===== src/rtl/mic_capture_ctrl_pkg.sv =====
// mic_pkg: shared types and constants for the stereo I2S microphone
// capture controller (mic_capture_ctrl and its I2S clock generator).
//   sample_t     - signed 16-bit PCM sample
//   cap_state_t  - capture controller state encoding
//   FRAME_BCLKS  - BCLK periods per stereo frame (32 left + 32 right)
package mic_pkg;

  localparam int SAMPLE_W    = 16;
  localparam int FRAME_BCLKS = 64;
  localparam int BIT_CNT_W   = $clog2(FRAME_BCLKS);

  typedef logic signed [SAMPLE_W-1:0] sample_t;

  typedef enum logic [1:0] {
    ST_IDLE     = 2'd0,
    ST_WARMUP   = 2'd1,
    ST_RUN      = 2'd2,
    ST_STOPPING = 2'd3
  } cap_state_t;

  // True on the last BCLK slot of a frame, i.e. the next falling edge wraps.
  function automatic logic is_last_bit(input logic [BIT_CNT_W-1:0] cnt);
    return cnt == BIT_CNT_W'(FRAME_BCLKS - 1);
  endfunction

endpackage


===== src/rtl/mic_capture_ctrl_if.sv =====
// mic_capture_ctrl_if: sample-in / stereo-pair-out bundle for mic_capture_ctrl.
//   left_valid/left_sample   - one-cycle strobe + sample from left receiver
//   right_valid/right_sample - one-cycle strobe + sample from right receiver
//   pair_valid/pair_ready    - stereo pair handshake (valid held until ready)
//   pair_left/pair_right     - paired samples
//   pair_frame               - RUN frame count latched with each pair; present
//                              only when MIC_CAPTURE_TIMESTAMP_EN is defined
// modport master: the capture controller. modport slave: receivers + consumer.
interface mic_capture_ctrl_if;
  import mic_pkg::*;

  logic    left_valid;
  sample_t left_sample;
  logic    right_valid;
  sample_t right_sample;
  logic    pair_valid;
  logic    pair_ready;
  sample_t pair_left;
  sample_t pair_right;
`ifdef MIC_CAPTURE_TIMESTAMP_EN
  logic [31:0] pair_frame;

  modport master (
    input  left_valid, left_sample, right_valid, right_sample, pair_ready,
    output pair_valid, pair_left, pair_right, pair_frame
  );

  modport slave (
    output left_valid, left_sample, right_valid, right_sample, pair_ready,
    input  pair_valid, pair_left, pair_right, pair_frame
  );
`else
  modport master (
    input  left_valid, left_sample, right_valid, right_sample, pair_ready,
    output pair_valid, pair_left, pair_right
  );

  modport slave (
    output left_valid, left_sample, right_valid, right_sample, pair_ready,
    input  pair_valid, pair_left, pair_right
  );
`endif

endinterface


===== src/rtl/mic_capture_ctrl_clk_gen.sv =====
// i2s_clk_gen: I2S BCLK / LRCLK generator derived from clk.
//   clk, rst   - system clock, synchronous active-high reset
//   run        - advance the divider (controller not idle)
//   clear      - hold all counters and clocks at zero
//   bclk       - bit clock, toggles every BCLK_DIV clk cycles
//   lrclk      - word select, bit 5 of the BCLK counter (0=left, 1=right)
//   frame_tick - high during the clk cycle whose edge wraps bit_cnt 63->0
module i2s_clk_gen
  import mic_pkg::*;
#(
  parameter int BCLK_DIV = 16
) (
  input  logic clk,
  input  logic rst,
  input  logic run,
  input  logic clear,
  output logic bclk,
  output logic lrclk,
  output logic frame_tick
);

  localparam int DIV_W = $clog2(BCLK_DIV);

  logic [DIV_W-1:0]     div_cnt;
  logic [BIT_CNT_W-1:0] bit_cnt;
  logic [BIT_CNT_W-1:0] bit_nxt;
  logic                 div_wrap;
  logic                 bclk_fall;

  assign div_wrap  = (div_cnt == DIV_W'(BCLK_DIV - 1));
  assign bclk_fall = run & div_wrap & bclk;
  assign bit_nxt   = bit_cnt + BIT_CNT_W'(1);
  // Combinational so the controller can change state on the very edge
  // that wraps the frame, keeping the state machine frame-aligned.
  assign frame_tick = bclk_fall & is_last_bit(bit_cnt);

  always_ff @(posedge clk) begin
    if (rst || clear) begin
      div_cnt <= '0;
      bit_cnt <= '0;
      bclk    <= 1'b0;
      lrclk   <= 1'b0;
    end else if (run) begin
      if (div_wrap) begin
        div_cnt <= '0;
        bclk    <= ~bclk;
        if (bclk) begin
          bit_cnt <= bit_nxt;
          lrclk   <= bit_nxt[BIT_CNT_W-1];
        end
      end else begin
        div_cnt <= div_cnt + DIV_W'(1);
      end
    end
  end

endmodule


===== src/rtl/mic_capture_ctrl.sv =====
// mic_capture_ctrl: stereo I2S microphone capture controller.
// Generates BCLK/LRCLK, discards WARMUP_FRAMES frames after start, then pairs
// left/right receiver samples into stereo pairs with a valid/ready handshake.
//   clk, rst  - system clock, synchronous active-high reset
//   enable    - level request to run the microphones
//   bclk      - I2S bit clock (registered)
//   lrclk     - I2S word select (registered), 0=left 1=right
//   busy      - high in any state except IDLE
//   overrun   - sticky: a pair completed while the previous one was stalled
//   bus       - mic_capture_ctrl_if.master (sample strobes in, pairs out)
// Optional feature: define MIC_CAPTURE_TIMESTAMP_EN to add bus.pair_frame,
// the count of RUN-state frames latched alongside each pair.
module mic_capture_ctrl
  import mic_pkg::*;
#(
  parameter int BCLK_DIV      = 16,
  parameter int WARMUP_FRAMES = 4096
) (
  input  logic clk,
  input  logic rst,
  input  logic enable,
  output logic bclk,
  output logic lrclk,
  output logic busy,
  output logic overrun,
  mic_capture_ctrl_if.master bus
);

  localparam int WARM_W = (WARMUP_FRAMES > 1) ? $clog2(WARMUP_FRAMES) : 1;

  cap_state_t        state;
  cap_state_t        state_nxt;
  logic              frame_tick;
  logic              gen_run;
  logic              gen_clear;
  logic [WARM_W-1:0] warm_cnt;
  logic              warm_last;

  logic              in_run;
  logic              lv;
  logic              rv;
  logic              have_left;
  logic              pair_done;
  logic              slot_free;
  logic              accept;
  sample_t           left_hold;

  assign gen_run   = (state != ST_IDLE);
  assign gen_clear = (state == ST_IDLE);
  assign busy      = gen_run;
  assign warm_last = (warm_cnt == WARM_W'(WARMUP_FRAMES - 1));

  i2s_clk_gen #(
    .BCLK_DIV (BCLK_DIV)
  ) u_clk_gen (
    .clk        (clk),
    .rst        (rst),
    .run        (gen_run),
    .clear      (gen_clear),
    .bclk       (bclk),
    .lrclk      (lrclk),
    .frame_tick (frame_tick)
  );

  always_ff @(posedge clk) begin
    if (rst) state <= ST_IDLE;
    else     state <= state_nxt;
  end

  always_comb begin
    state_nxt = state;
    unique case (state)
      ST_IDLE:     if (enable) state_nxt = ST_WARMUP;
      ST_WARMUP: begin
        if (!enable)                     state_nxt = ST_STOPPING;
        else if (frame_tick && warm_last) state_nxt = ST_RUN;
      end
      ST_RUN:      if (!enable) state_nxt = ST_STOPPING;
      // Finish the current frame so the clocks stop on a frame boundary.
      ST_STOPPING: if (frame_tick) state_nxt = ST_IDLE;
      default:     state_nxt = ST_IDLE;
    endcase
  end

  always_ff @(posedge clk) begin
    if (rst || state != ST_WARMUP) warm_cnt <= '0;
    else if (frame_tick)           warm_cnt <= warm_cnt + WARM_W'(1);
  end

  // Pairing: a right sample completes a pair only if a left sample is held
  // or arrives in the same cycle; strobes outside RUN are ignored.
  assign in_run    = (state == ST_RUN);
  assign lv        = in_run & bus.left_valid;
  assign rv        = in_run & bus.right_valid;
  assign pair_done = rv & (have_left | lv);
  assign accept    = bus.pair_valid & bus.pair_ready;
  assign slot_free = ~bus.pair_valid | bus.pair_ready;

  always_ff @(posedge clk) begin
    if (lv) left_hold <= bus.left_sample;
  end

  always_ff @(posedge clk) begin
    if (rst) begin
      have_left      <= 1'b0;
      bus.pair_valid <= 1'b0;
      bus.pair_left  <= '0;
      bus.pair_right <= '0;
      overrun        <= 1'b0;
    end else begin
      if (!in_run || pair_done) have_left <= 1'b0;
      else if (lv)              have_left <= 1'b1;

      if (pair_done && slot_free) begin
        bus.pair_valid <= 1'b1;
        bus.pair_left  <= lv ? bus.left_sample : left_hold;
        bus.pair_right <= bus.right_sample;
      end else if (accept) begin
        bus.pair_valid <= 1'b0;
      end

      // A stalled consumer loses the new pair; the held one stays intact.
      if (pair_done && !slot_free) overrun <= 1'b1;
    end
  end

`ifdef MIC_CAPTURE_TIMESTAMP_EN
  logic [31:0] frame_cnt;

  always_ff @(posedge clk) begin
    if (rst) begin
      frame_cnt      <= '0;
      bus.pair_frame <= '0;
    end else begin
      if (in_run && frame_tick)   frame_cnt      <= frame_cnt + 32'd1;
      if (pair_done && slot_free) bus.pair_frame <= frame_cnt;
    end
  end
`endif

endmodule


===== src/flat_wrapper.sv =====
// flat-port wrapper written by rule: the top's interface ports become plain ports
module mic_capture_ctrl_flat import mic_pkg::*;
#(
  parameter int BCLK_DIV      = 16,
  parameter int WARMUP_FRAMES = 4096
)
  (clk, rst, enable, bclk, lrclk, busy, overrun, bus_left_valid, bus_left_sample, bus_right_valid, bus_right_sample, bus_pair_ready, bus_pair_valid, bus_pair_left, bus_pair_right);
  mic_capture_ctrl_if bus_i ();
  input  logic clk;
  input  logic rst;
  input  logic enable;
  output logic bclk;
  output logic lrclk;
  output logic busy;
  output logic overrun;
  input wire logic [$bits(bus_i.left_valid)-1:0] bus_left_valid;
  input wire logic [$bits(bus_i.left_sample)-1:0] bus_left_sample;
  input wire logic [$bits(bus_i.right_valid)-1:0] bus_right_valid;
  input wire logic [$bits(bus_i.right_sample)-1:0] bus_right_sample;
  input wire logic [$bits(bus_i.pair_ready)-1:0] bus_pair_ready;
  output wire logic [$bits(bus_i.pair_valid)-1:0] bus_pair_valid;
  output wire logic [$bits(bus_i.pair_left)-1:0] bus_pair_left;
  output wire logic [$bits(bus_i.pair_right)-1:0] bus_pair_right;
  assign bus_i.left_valid = bus_left_valid;
  assign bus_i.left_sample = bus_left_sample;
  assign bus_i.right_valid = bus_right_valid;
  assign bus_i.right_sample = bus_right_sample;
  assign bus_i.pair_ready = bus_pair_ready;
  assign bus_pair_valid = bus_i.pair_valid;
  assign bus_pair_left = bus_i.pair_left;
  assign bus_pair_right = bus_i.pair_right;
  mic_capture_ctrl #(.BCLK_DIV(BCLK_DIV), .WARMUP_FRAMES(WARMUP_FRAMES)) u_core (.clk(clk), .rst(rst), .enable(enable), .bclk(bclk), .lrclk(lrclk), .busy(busy), .overrun(overrun), .bus(bus_i));
endmodule

===== config.mk =====
export PLATFORM = sky130hd
export DESIGN_NAME = mic_capture_ctrl_flat
export DESIGN_NICKNAME = d
export VERILOG_FILES = /design/src/rtl/mic_capture_ctrl_pkg.sv /design/src/rtl/mic_capture_ctrl_if.sv /design/src/rtl/mic_capture_ctrl_clk_gen.sv /design/src/rtl/mic_capture_ctrl.sv /design/src/flat_wrapper.sv
export SDC_FILE = /design/constraint.sdc
export NUM_CORES = 1
export LEC_CHECK = 0
export ABC_AREA = 1
export BUFFER_PORTS_ARGS = -buffer_cell sky130_fd_sc_hd__buf_2
export CAP_MARGIN = 20
export CELL_PAD_IN_SITES_DETAIL_PLACEMENT = 1
export CELL_PAD_IN_SITES_GLOBAL_PLACEMENT = 2
export CORE_MARGIN = 2
export CORE_UTILIZATION = 32
export DETAILED_ROUTE_END_ITERATION = 12
export PLACE_DENSITY = 0.86
export SYNTH_ARGS = -nofsm -noshare
export SYNTH_HDL_FRONTEND = slang
export SYNTH_SLANG_ARGS = --single-unit

===== constraint.sdc =====
create_clock -name clk -period 4.2 [get_ports clk]
set_input_delay 0.42 -clock clk [delete_from_list [all_inputs] [get_ports clk]]
set_output_delay 0.42 -clock clk [all_outputs]
set_load 0.02 [all_outputs]

==> results.sh, run 1 <==
export IMPL_grt_use_total_pct=15.5
export IMPL_finClkSkew_ns=0.0152
export IMPL_rows=36
export IMPL_die_height_um=103
export IMPL_grt_max_degree=38
export IMPL_die_area_sq_um=10600
export IMPL_grt_pass1_wl_um=13100
export IMPL_run_status="completed"
export IMPL_n_fill_cell=1235
export IMPL_grtUsageMet1_pct=19.6
export IMPL_leakagePower_uw=0.00158
export IMPL_yosys_warnings=0
export IMPL_die_x_um=103
export IMPL_setup_viol=0
export IMPL_wl_per_cell_um=12.8
export IMPL_cp_arrival_ns=2.87
export IMPL_synthTopCellsByArea="dfxtp_1, nand2_1, a21oi_1"
export IMPL_r2r_end="u_core.bus.pair_right[2]"
export IMPL_viasPerCell=4.65
export IMPL_synth_most_common_cell="nand2_1"
export IMPL_worstHoldPathType="primary input to flip-flop"
export IMPL_path_class="flip-flop to flip-flop"
export IMPL_syn2layout_area_growth_pct=21.7
export IMPL_cap_violations=0
export IMPL_critPathCaptureType="flip-flop"
export IMPL_top_usage_layer="met2"
export IMPL_synthSimpleGateAreaFrac_pct=30.9
export IMPL_min_period_ns=2.68
export IMPL_dp_hpwl_um=5730
export IMPL_fin_util_pct=39.6
export IMPL_clk_insertion_delay_late_ns=0.35
export IMPL_cts_resized=0
export IMPL_synth_xor_area_share_pct=1.12
export IMPL_slew_headroom_pct=53.9
export IMPL_whs_endpoint="u_core.have_left"
export IMPL_hp_start="bus_right_valid"
export IMPL_antenna_found_initial=0
export IMPL_irDropWorstVdd_mv=0.173
export IMPL_cts_made_buffers=9
export IMPL_start_kind="flip-flop"
export IMPL_drt_wl_total_um=7920
export IMPL_port_buffers=74
export IMPL_layout_drive_gt1_share_pct=21.7
export IMPL_synth_mux_area_fraction_pct=0
export IMPL_diodes=0
export IMPL_syn_instance_count=409
export IMPL_synth_adder_area_share_pct=2.80
export IMPL_vias=2869
export IMPL_yosysSeqAreaShare_pct=48.6
export IMPL_grtUsageMet2_pct=26.0
export IMPL_clock_fmax_mhz=374
export IMPL_cp_max_fo=34
export IMPL_slew_viol_final=0
export IMPL_min_period_over_period_pct=63.7
export IMPL_synthArstFlopShare_pct=0
export IMPL_r2r_start="u_core.state[0]"
export IMPL_grt_pass1_vias=2848
export IMPL_tns_ns=0
export IMPL_io_pins=75
export IMPL_hold_viol=0
export IMPL_core_sq_um=9640
export IMPL_use_met3_pct=2.85
export IMPL_r2r_slack_ns=1.52
export IMPL_ant_nets=0
export IMPL_synth_ff_type="dfxtp_1"
export IMPL_powerDensity_nw_per_um2=471
export IMPL_synth_edf_count=0
export IMPL_cts_reportedPaths_clkPinSlew_ns=0.08
export IMPL_max_slew_worst_pin_slew_ns=0.692
export IMPL_synthTopCellsByCount="nand2_1, dfxtp_1, a21oi_1, nand3_1, nor2_1"
export IMPL_syn_avg_cell_area_sq_um=7.66
export IMPL_synth_seq_cells=76
export IMPL_hold_depth=2
export IMPL_timing_hold_ws_ns=0.251
export IMPL_gp_congestion=0.753
export IMPL_syn_num_nets=454
export IMPL_final_nets=524
export IMPL_grt_overflow_total=0
export IMPL_synth_top_family_by_area="simple AND/OR/NAND/NOR gates"
export IMPL_cts_setup_buffers=0
export IMPL_drcViolationCount=0
export IMPL_tritoncts="done"
export IMPL_cts_hold_buf=0
export IMPL_synth_top_cell_area_share_pct=48.6
export IMPL_synth_area_sq_um=3130
export IMPL_initial_core_util_pct=32.5
export IMPL_h_tree_depth=3
export IMPL_worstPathRequired_ns=4.39
export IMPL_netlist_top_cell_by_area="dfxtp_1"
export IMPL_drt_iter0_drc=45
export IMPL_rsz0062_at_grt="false"
export IMPL_drt_pre_antenna_iters=4
export IMPL_clock_path_buffers=2
export IMPL_synth_cell_types=31
export IMPL_synth_compound_area_share_pct=10.2
export IMPL_rr_worst_depth=9
export IMPL_clockRootBuffer="clkbuf_8"
export IMPL_cts_sinks=76
## registers in the layout (all words and copies together) (netlist names)
signal and count:
u_core.left_hold 16, u_core.warm_cnt 12, u_core.overrun 1, u_core.state 2
u_core.u_clk_gen.bclk 1, u_core.u_clk_gen.div_cnt 4, u_core.u_clk_gen.bit_cnt 6, u_core.have_left 1
u_core.bus.pair_left 16, u_core.bus.pair_right 16, u_core.bus.pair_valid 1
## layout make-up
class | instances | area (sq um) | area share (%)
Sequential cell | 76 | 1520 | 39.9
Inverter | 29 | 109 | 2.86
Tap cell | 133 | 166 | 4.36
Clock inverter | 7 | 104 | 2.72
Timing Repair Buffer | 75 | 378 | 9.91
Clock buffer | 9 | 124 | 3.25
Multi-Input combinational cell | 288 | 1410 | 37.0
## how the worst max path moves through the flow
stage | startpoint | endpoint | slack (ns) | cells past startpoint
finish | u_core.state[0] | u_core.bus.pair_right[2] | 1.52 | 9
floorplan | u_core.state[0] | u_core.warm_cnt[7] | 2.55 | 9
CTS | u_core.state[0] | u_core.bus.pair_right[2] | 1.43 | 9
global route | u_core.state[0] | u_core.bus.pair_right[2] | 1.22 | 9
global placement | u_core.state[0] | u_core.bus.pair_right[1] | 1.62 | 9
detailed placement | u_core.state[0] | u_core.bus.pair_left[9] | 1.48 | 9
## through the flow
stage | total power, uW | area, sq um | setup WS, ns | std cells
after CTS | 1820 | 3810 | 1.43 | 617
after detailed placement | 1180 | 3580 | 1.48 | 601
after global routing | 1900 | 3810 | 1.22 | 617
after floorplan | 1080 | 3130 | 2.55 | 409
after global placement | 1160 | 3580 | 1.62 | 601
final | 1800 | 3810 | 1.52 | 617
## kinds of logic after synthesis
kind of cell / Yosys count
and+or+nand+nor: 215
xor gates and xnor gates: 4
DFF: 76
buffers and inverters: 45
adders and majority gates: 7
AOI/OAI and AO/OA: 62
## layout by cell type, fill, tap and decap left out, types with 2 or more instances in the layout
| cell type | Yosys | layout |
|---|---|---|
| inv_1 | 26 | 26 |
| nor3_1 | 4 | 4 |
| dfxtp_1 | 76 | 76 |
| bufinv_16 | 0 | 2 |
| nand2_1 | 124 | 124 |
| nand2_2 | 3 | 3 |
| a21oi_1 | 47 | 47 |
| nor2_4 | 3 | 3 |
| o21ai_0 | 11 | 11 |
| ha_1 | 7 | 7 |
| nand3_1 | 39 | 39 |
| inv_6 | 0 | 4 |
| clkbuf_8 | 0 | 9 |
| nand4_1 | 5 | 5 |
| xor2_1 | 3 | 3 |
| buf_2 | 1 | 74 |
| inv_2 | 2 | 2 |
| nand3_4 | 2 | 2 |
| nor2_1 | 29 | 29 |
## metal layers
layer	share of wire, %	wire, um
met5	0	0
met4	1.7	137
met3	4.2	336
met2	49	3850
met1	45	3590
## critical path, stage by stage (launching register included)
cell and delay (ns):
dfxtp_1 0.35, inv_1 0.12, ha_1 0.24, nand2_2 0.24
inv_2 0.33, nor2_4 0.08, nor2_8 0.36, nand2_2 0.49
nand2_1 0.20, a21oi_1 0.09
## power breakdown
group / switching, uW / internal [uW] / leakage (uW)
sequential: 33.9 / 812 / 0.000618
combinational: 211 / 101 / 0.000849
clock: 294 / 344 / 0.000115
(Power assumes the default switching activity.)
==> run 2: changes to the inputs <==
--- a/config.mk
+++ b/config.mk
@@ -5,15 +5,15 @@
 export SDC_FILE = /design/constraint.sdc
 export NUM_CORES = 1
 export LEC_CHECK = 0
-export ABC_AREA = 1
+export ABC_AREA = 0
 export BUFFER_PORTS_ARGS = -buffer_cell sky130_fd_sc_hd__buf_2
 export CAP_MARGIN = 20
 export CELL_PAD_IN_SITES_DETAIL_PLACEMENT = 1
 export CELL_PAD_IN_SITES_GLOBAL_PLACEMENT = 2
 export CORE_MARGIN = 2
-export CORE_UTILIZATION = 32
+export CORE_UTILIZATION = 31
 export DETAILED_ROUTE_END_ITERATION = 12
-export PLACE_DENSITY = 0.86
+export PLACE_DENSITY = 0.8
 export SYNTH_ARGS = -nofsm -noshare
 export SYNTH_HDL_FRONTEND = slang
 export SYNTH_SLANG_ARGS = --single-unit
==> constraint.sdc (replaced) <==
create_clock -name clk -period 2.8 [get_ports clk]
set_input_delay 0.28 -clock clk [delete_from_list [all_inputs] [get_ports clk]]
set_output_delay 0.28 -clock clk [all_outputs]
set_load 0.02 [all_outputs]
==> results.sh, run 2 <==
export IMPL_synthTopCellsByCount="dfxtp_1, nand2_1, a21oi_1, nor2_1, mux2_2"
export IMPL_switching_share_pct=28.2
export IMPL_port_buffers=74
export IMPL_clkPwrFrac_pct=32.0
export IMPL_slew_viol_final=0
export IMPL_final_cell_mix="dfxtp_1, buf_2, nand2_1"
export IMPL_drt_iter0_drc=87
export IMPL_irDropWorstVdd_mv=0.233
export IMPL_slew_headroom_pct=53.7
export IMPL_synth_most_common_cell="dfxtp_1"
export IMPL_clock_path_buffers=2
export IMPL_cts_made_buffers=9
export IMPL_path_class="flip-flop to flip-flop"
export IMPL_die_area_sq_um=10300
export IMPL_antenna_found_initial=0
export IMPL_die_x_um=101
export IMPL_sequentialPowerShare_pct=46.6
export IMPL_ant_nets=0
export IMPL_powerDensity_nw_per_um2=777
export IMPL_worstHoldPathType="primary input to flip-flop"
export IMPL_final_common_cell="dfxtp_1"
export IMPL_yosys_warnings=0
export IMPL_hp_start="bus_right_valid"
export IMPL_grt_pass1_vias=2444
export IMPL_tns_ns=0
export IMPL_r2r_end="u_core.state[0]"
export IMPL_initial_core_util_pct=31.9
export IMPL_synth_edf_count=0
export IMPL_clk_insertion_delay_late_ns=0.35
export IMPL_core_sq_um=9200
export IMPL_syn_avg_cell_area_sq_um=9.28
export IMPL_max_slew_worst_pin_slew_ns=0.692
export IMPL_cts_resized=0
export IMPL_cp_max_fo=6
export IMPL_syn2layout_area_growth_pct=23.8
export IMPL_tritoncts="done"
export IMPL_grt_overflow_total=0
export IMPL_switchingPower_uw=796
export IMPL_r2r_slack_ns=0.73
export IMPL_reg_top3="u_core.bus.pair_left x16, u_core.bus.pair_right x16, u_core.left_hold x16"
export IMPL_p_comb_share_pct=21.4
export IMPL_n_fill_cell=1105
export IMPL_synthArstFlopShare_pct=0
export IMPL_grt_pass1_wl_um=11400
export IMPL_cp_arrival_ns=2.30
export IMPL_yosysSeqAreaShare_pct=51.9
export IMPL_r2r_start="u_core.state[0]"
export IMPL_path_buf_inv=1
export IMPL_start_kind="flip-flop"
export IMPL_cts_setup_buffers=0
export IMPL_h_tree_depth=3
export IMPL_drt_pre_antenna_iters=4
export IMPL_netlist_top_cell_by_area="dfxtp_1"
export IMPL_clock_fmax_mhz=484
export IMPL_instances_no_fill=506
export IMPL_dp_hpwl_um=4800
export IMPL_setup_viol=0
export IMPL_clockRootBuffer="clkbuf_8"
export IMPL_drcViolationCount=0
export IMPL_cp_slowest_cell="dfxtp_1"
export IMPL_worstPathRequired_ns=3.03
export IMPL_min_period_ns=2.07
export IMPL_min_period_over_period_pct=73.8
export IMPL_wl_per_cell_um=13.4
export IMPL_synth_cell_types=36
export IMPL_viasPerCell=4.70
export IMPL_layout_drive_gt1_share_pct=30.1
export IMPL_cts_hold_buf=0
export IMPL_hold_viol=0
export IMPL_cpPeakStageDelay_ns=0.38
export IMPL_rsz0062_at_grt="false"
export IMPL_diodes=0
export IMPL_synthTopCellsByArea="dfxtp_1, nand2_1, a21oi_1"
export IMPL_grt_max_degree=33
export IMPL_rr_worst_depth=7
export IMPL_io_pins=75
export IMPL_finClkSkew_ns=0.0152
export IMPL_p_int_uw=2020
export IMPL_path_delay_family="simple AND/OR/NAND/NOR gates"
export IMPL_die_height_um=101
export IMPL_rows=35
export IMPL_gp_congestion=0.790
export IMPL_drt_wl_total_um=6780
export IMPL_synth_ff_type="dfxtp_1"
export IMPL_final_nets=436
export IMPL_cts_reportedPaths_clkPinSlew_ns=0.07
export IMPL_grt_use_total_pct=14.3
export IMPL_syn_num_nets=361
export IMPL_hold_depth=2
export IMPL_syn_instance_count=316
export IMPL_cts_sinks=76
export IMPL_synth_area_sq_um=2930
export IMPL_synth_seq_cells=76
export IMPL_synth_top_cell_area_share_pct=51.9
export IMPL_dp_cells=491
export IMPL_cap_violations=0
export IMPL_leakagePower_uw=0.00154
export IMPL_crit_chain="inv_1, ha_1, nand3b_4, nor3_4, nand4_2, a31oi_4, mux2_4"
export IMPL_vias=2376
export IMPL_whs_endpoint="u_core.have_left"
export IMPL_critPathCaptureType="flip-flop"
export IMPL_run_status="completed"
[run 2: cell type report]
cell class                 instances  area [sq um]  share of cell area [%]
inverter                           7          26.3                   0.724
tap                              111           139                    3.82
clock buffer                       9           124                    3.41
clock inverter                     6          90.1                    2.48
timing repair buffer              77           393                    10.8
multi-input combinational        220          1340                    36.8
sequential                        76          1520                    41.9
[run 2: power groups by stage]
| stage | combinational (uW) | clock [uW] | sequential (uW) |
|---|---|---|---|
| 5_1_grt | 684 | 987 | 1330 |
| 2_1_floorplan | 430 | 0 | 1350 |
| 3_3_place_gp | 599 | 0 | 1330 |
| 4_1_cts | 619 | 939 | 1310 |
| 3_5_place_dp | 616 | 0 | 1340 |
| 6_report | 604 | 904 | 1310 |
[run 2: worst max path at each step]
stage	from	endpoint	cells past startpoint
2_1_floorplan	u_core.state[0]	u_core.state[0]	7
3_3_place_gp	u_core.state[0]	u_core.state[0]	7
3_5_place_dp	u_core.state[0]	u_core.state[0]	7
4_1_cts	u_core.state[0]	u_core.state[0]	7
5_1_grt	u_core.state[0]	u_core.state[0]	7
6_report	u_core.state[0]	u_core.state[0]	7
[run 2: logic make-up (layout without fill, tap and decap cells)]
family	after synthesis	in the layout	share of synthesized area, %
fa+ha+maj	7	7	2.99
buf+inv	20	99	2.60
mux	19	19	7.34
compound gates	45	45	8.92
simple gates	131	131	20.9
flops	76	76	51.9
xor+xnor	18	18	5.38
[run 2: metrics by stage]
step	util [%]	instance area, sq um	power (uW)	setup slack, ns	hold WS [ns]
after floorplan	-	2930	1780	0.881	0.359
after global placement	37.2	3420	1920	0.804	0.439
after detailed placement	37.2	3420	1960	0.730	0.444
after CTS	39.5	3630	2870	0.714	0.103
after global routing	39.5	3630	3000	0.549	0.111
final	39.5	3630	2820	0.733	0.121
[run 2: layer usage]
layer  wire (um)  part of all wire (%)  track usage [%]  vias up
met4         146                   2.2             7.80        0
met5           0                     0                0        -
li1            -                     -                -     1192
met3         436                   6.4             4.28        8
met1        3060                    45             17.9     1125
met2        3130                    46             22.1       51
==> run 3: changes to the inputs <==
--- a/config.mk
+++ b/config.mk
@@ -11,9 +11,9 @@
 export CELL_PAD_IN_SITES_DETAIL_PLACEMENT = 1
 export CELL_PAD_IN_SITES_GLOBAL_PLACEMENT = 2
 export CORE_MARGIN = 2
-export CORE_UTILIZATION = 31
+export CORE_UTILIZATION = 28
 export DETAILED_ROUTE_END_ITERATION = 12
-export PLACE_DENSITY = 0.8
+export PLACE_DENSITY = 0.76
 export SYNTH_ARGS = -nofsm -noshare
 export SYNTH_HDL_FRONTEND = slang
 export SYNTH_SLANG_ARGS = --single-unit
==> constraint.sdc (replaced) <==
create_clock -name clk -period 1.7 [get_ports clk]
set_input_delay 0.17 -clock clk [delete_from_list [all_inputs] [get_ports clk]]
set_output_delay 0.17 -clock clk [all_outputs]
set_load 0.02 [all_outputs]
==> results.sh, run 3 (synthesized netlist as in run 2, its figures left out) <==
export IMPL_setup_viol=0
export IMPL_h_tree_depth=3
export IMPL_rr_worst_depth=6
export IMPL_irDropWorstVdd_mv=0.394
export IMPL_wl_per_cell_um=13.2
export IMPL_reg_top3="u_core.bus.pair_left x16, u_core.bus.pair_right x16, u_core.left_hold x16"
export IMPL_die_height_um=106
export IMPL_start_kind="flip-flop"
export IMPL_grt_pass1_vias=2519
export IMPL_tritoncts="done"
export IMPL_grt_max_degree=40
export IMPL_clock_fmax_mhz=600
export IMPL_min_period_over_period_pct=98.0
export IMPL_critPathCaptureType="flip-flop"
export IMPL_slew_viol_final=0
export IMPL_rsz0062_at_grt="true"
export IMPL_leakagePower_uw=0.00169
export IMPL_antenna_found_initial=0
export IMPL_min_period_ns=1.67
export IMPL_r2r_slack_ns=0.03
export IMPL_timing_hold_ws_ns=0.0514
export IMPL_slew_headroom_pct=67.7
export IMPL_hold_depth=3
export IMPL_cp_max_fo=5
export IMPL_hold_viol=0
export IMPL_max_slew_worst_pin_slew_ns=0.484
export IMPL_drt_pre_antenna_iters=4
export IMPL_grt_overflow_total=0
export IMPL_io_pins=75
export IMPL_powerDensity_nw_per_um2=1210
export IMPL_die_x_um=106
export IMPL_final_cell_mix="buf_2, nand2_1, dfxtp_1"
export IMPL_clk_insertion_delay_late_ns=0.35
export IMPL_fin_util_pct=38.6
export IMPL_ant_nets=0
export IMPL_drt_iter0_drc=68
export IMPL_hp_start="bus_right_sample[1]"
export IMPL_r2r_end="u_core.state[0]"
export IMPL_vias=2475
export IMPL_grt_pass1_wl_um=11900
export IMPL_layout_drive_gt1_share_pct=37.1
export IMPL_cts_sinks=76
export IMPL_cts_made_buffers=9
export IMPL_final_common_cell="buf_2"
export IMPL_die_area_sq_um=11300
export IMPL_initial_core_util_pct=28.7
export IMPL_finClkSkew_ns=0.00965
export IMPL_cap_violations=0
export IMPL_syn2layout_area_growth_pct=34.6
export IMPL_path_class="flip-flop to flip-flop"
export IMPL_dp_hpwl_um=5000
export IMPL_n_fill_cell=1235
export IMPL_gp_congestion=0.691
export IMPL_cp_arrival_ns=1.90
export IMPL_clockRootBuffer="clkbuf_8"
export IMPL_r2r_start="u_core.u_clk_gen.div_cnt[1]"
export IMPL_worstHoldPathType="primary input to flip-flop"
export IMPL_final_nets=461
export IMPL_port_buffers=74
export IMPL_viasPerCell=4.45
export IMPL_core_sq_um=10200
export IMPL_whs_endpoint="u_core.bus.pair_right[1]"
export IMPL_cts_reportedPaths_clkPinSlew_ns=0.08
export IMPL_run_status="completed"
export IMPL_diodes=0
export IMPL_rows=37
export IMPL_grt_use_total_pct=13.3
export IMPL_worstPathRequired_ns=1.93
export IMPL_clock_path_buffers=2
export IMPL_drt_wl_total_um=7350
export IMPL_drcViolationCount=0
## run 3: worst max-delay path by stage
stage | startpoint | endpoint | slack [ns] | depth (start not counted)
after floorplan | u_core.state[1] | u_core.state[0] | -0.08 | 7
after global placement | u_core.state[0] | u_core.warm_cnt[6] | 0.01 | 8
after detailed placement | u_core.state[0] | u_core.warm_cnt[6] | -0.07 | 8
after CTS | u_core.state[0] | u_core.state[0] | 0.003 | 7
after global routing | u_core.u_clk_gen.div_cnt[0] | u_core.state[0] | -0.05 | 6
final | u_core.u_clk_gen.div_cnt[1] | u_core.state[0] | 0.03 | 6
## run 3: power by group
part / internal [uW] / leakage (uW) / switching [uW] / total, uW
combinational: 627 / 0.000976 / 623 / 1250
sequential: 2070 / 0.000621 / 92.8 / 2160
clock: 673 / 0.0000955 / 701 / 1370
total: 3370 / 0.00169 / 1420 / 4780
## run 3: through the flow
stage / total power, uW / worst slack, ns / cell area [sq um] / cells / setup TNS (ns)
after CTS: 4830 / 0.00297 / 3900 / 555 / 0
after floorplan: 2970 / -0.0766 / 2950 / 316 / -0.0766
after detailed placement: 3370 / -0.0675 / 3640 / 534 / -0.116
after global routing: 5070 / -0.0471 / 3950 / 556 / -0.0768
after global placement: 3320 / 0.0126 / 3640 / 534 / 0
final: 4780 / 0.0338 / 3950 / 556 / 0
## run 3: layout make-up
class | count | area (sq um) | area share (%)
Clock inverter | 6 | 65.1 | 1.65
Inverter | 7 | 28.8 | 0.729
Sequential cell | 76 | 1530 | 38.7
Clock buffer | 9 | 124 | 3.14
Multi-Input combinational cell | 220 | 1390 | 35.3
Timing Repair Buffer | 102 | 638 | 16.2
Tap cell | 136 | 170 | 4.31
## run 3: worst max-delay path, stage by stage, from the launching register on
cell     delay, ns
dfxtp_4       0.37
ha_4          0.15
nand3_4       0.13
nor3_4        0.25
nand4_2       0.13
a31oi_4       0.22
mux2_4        0.31
## run 3: repair_timing
action / CTS / global route
hold endpoints to repair: 1 / 0
gates resized for setup: 4 / 7
hold buffers: 1 / 0
buffers inserted: 5 / 0
gates cloned: 0 / 1
setup endpoints to repair: 4 / 42
pin swaps: 7 / 4
## run 3: per-layer routing
metal	track usage (%)	wire length, um	up-vias	share of wire [%]
li1	-	-	1240	-
met1	16.3	3310	1174	45
met2	21.6	3540	51	48
met3	3.31	358	10	4.9
met4	6.77	137	0	1.9
met5	0	0	-	0
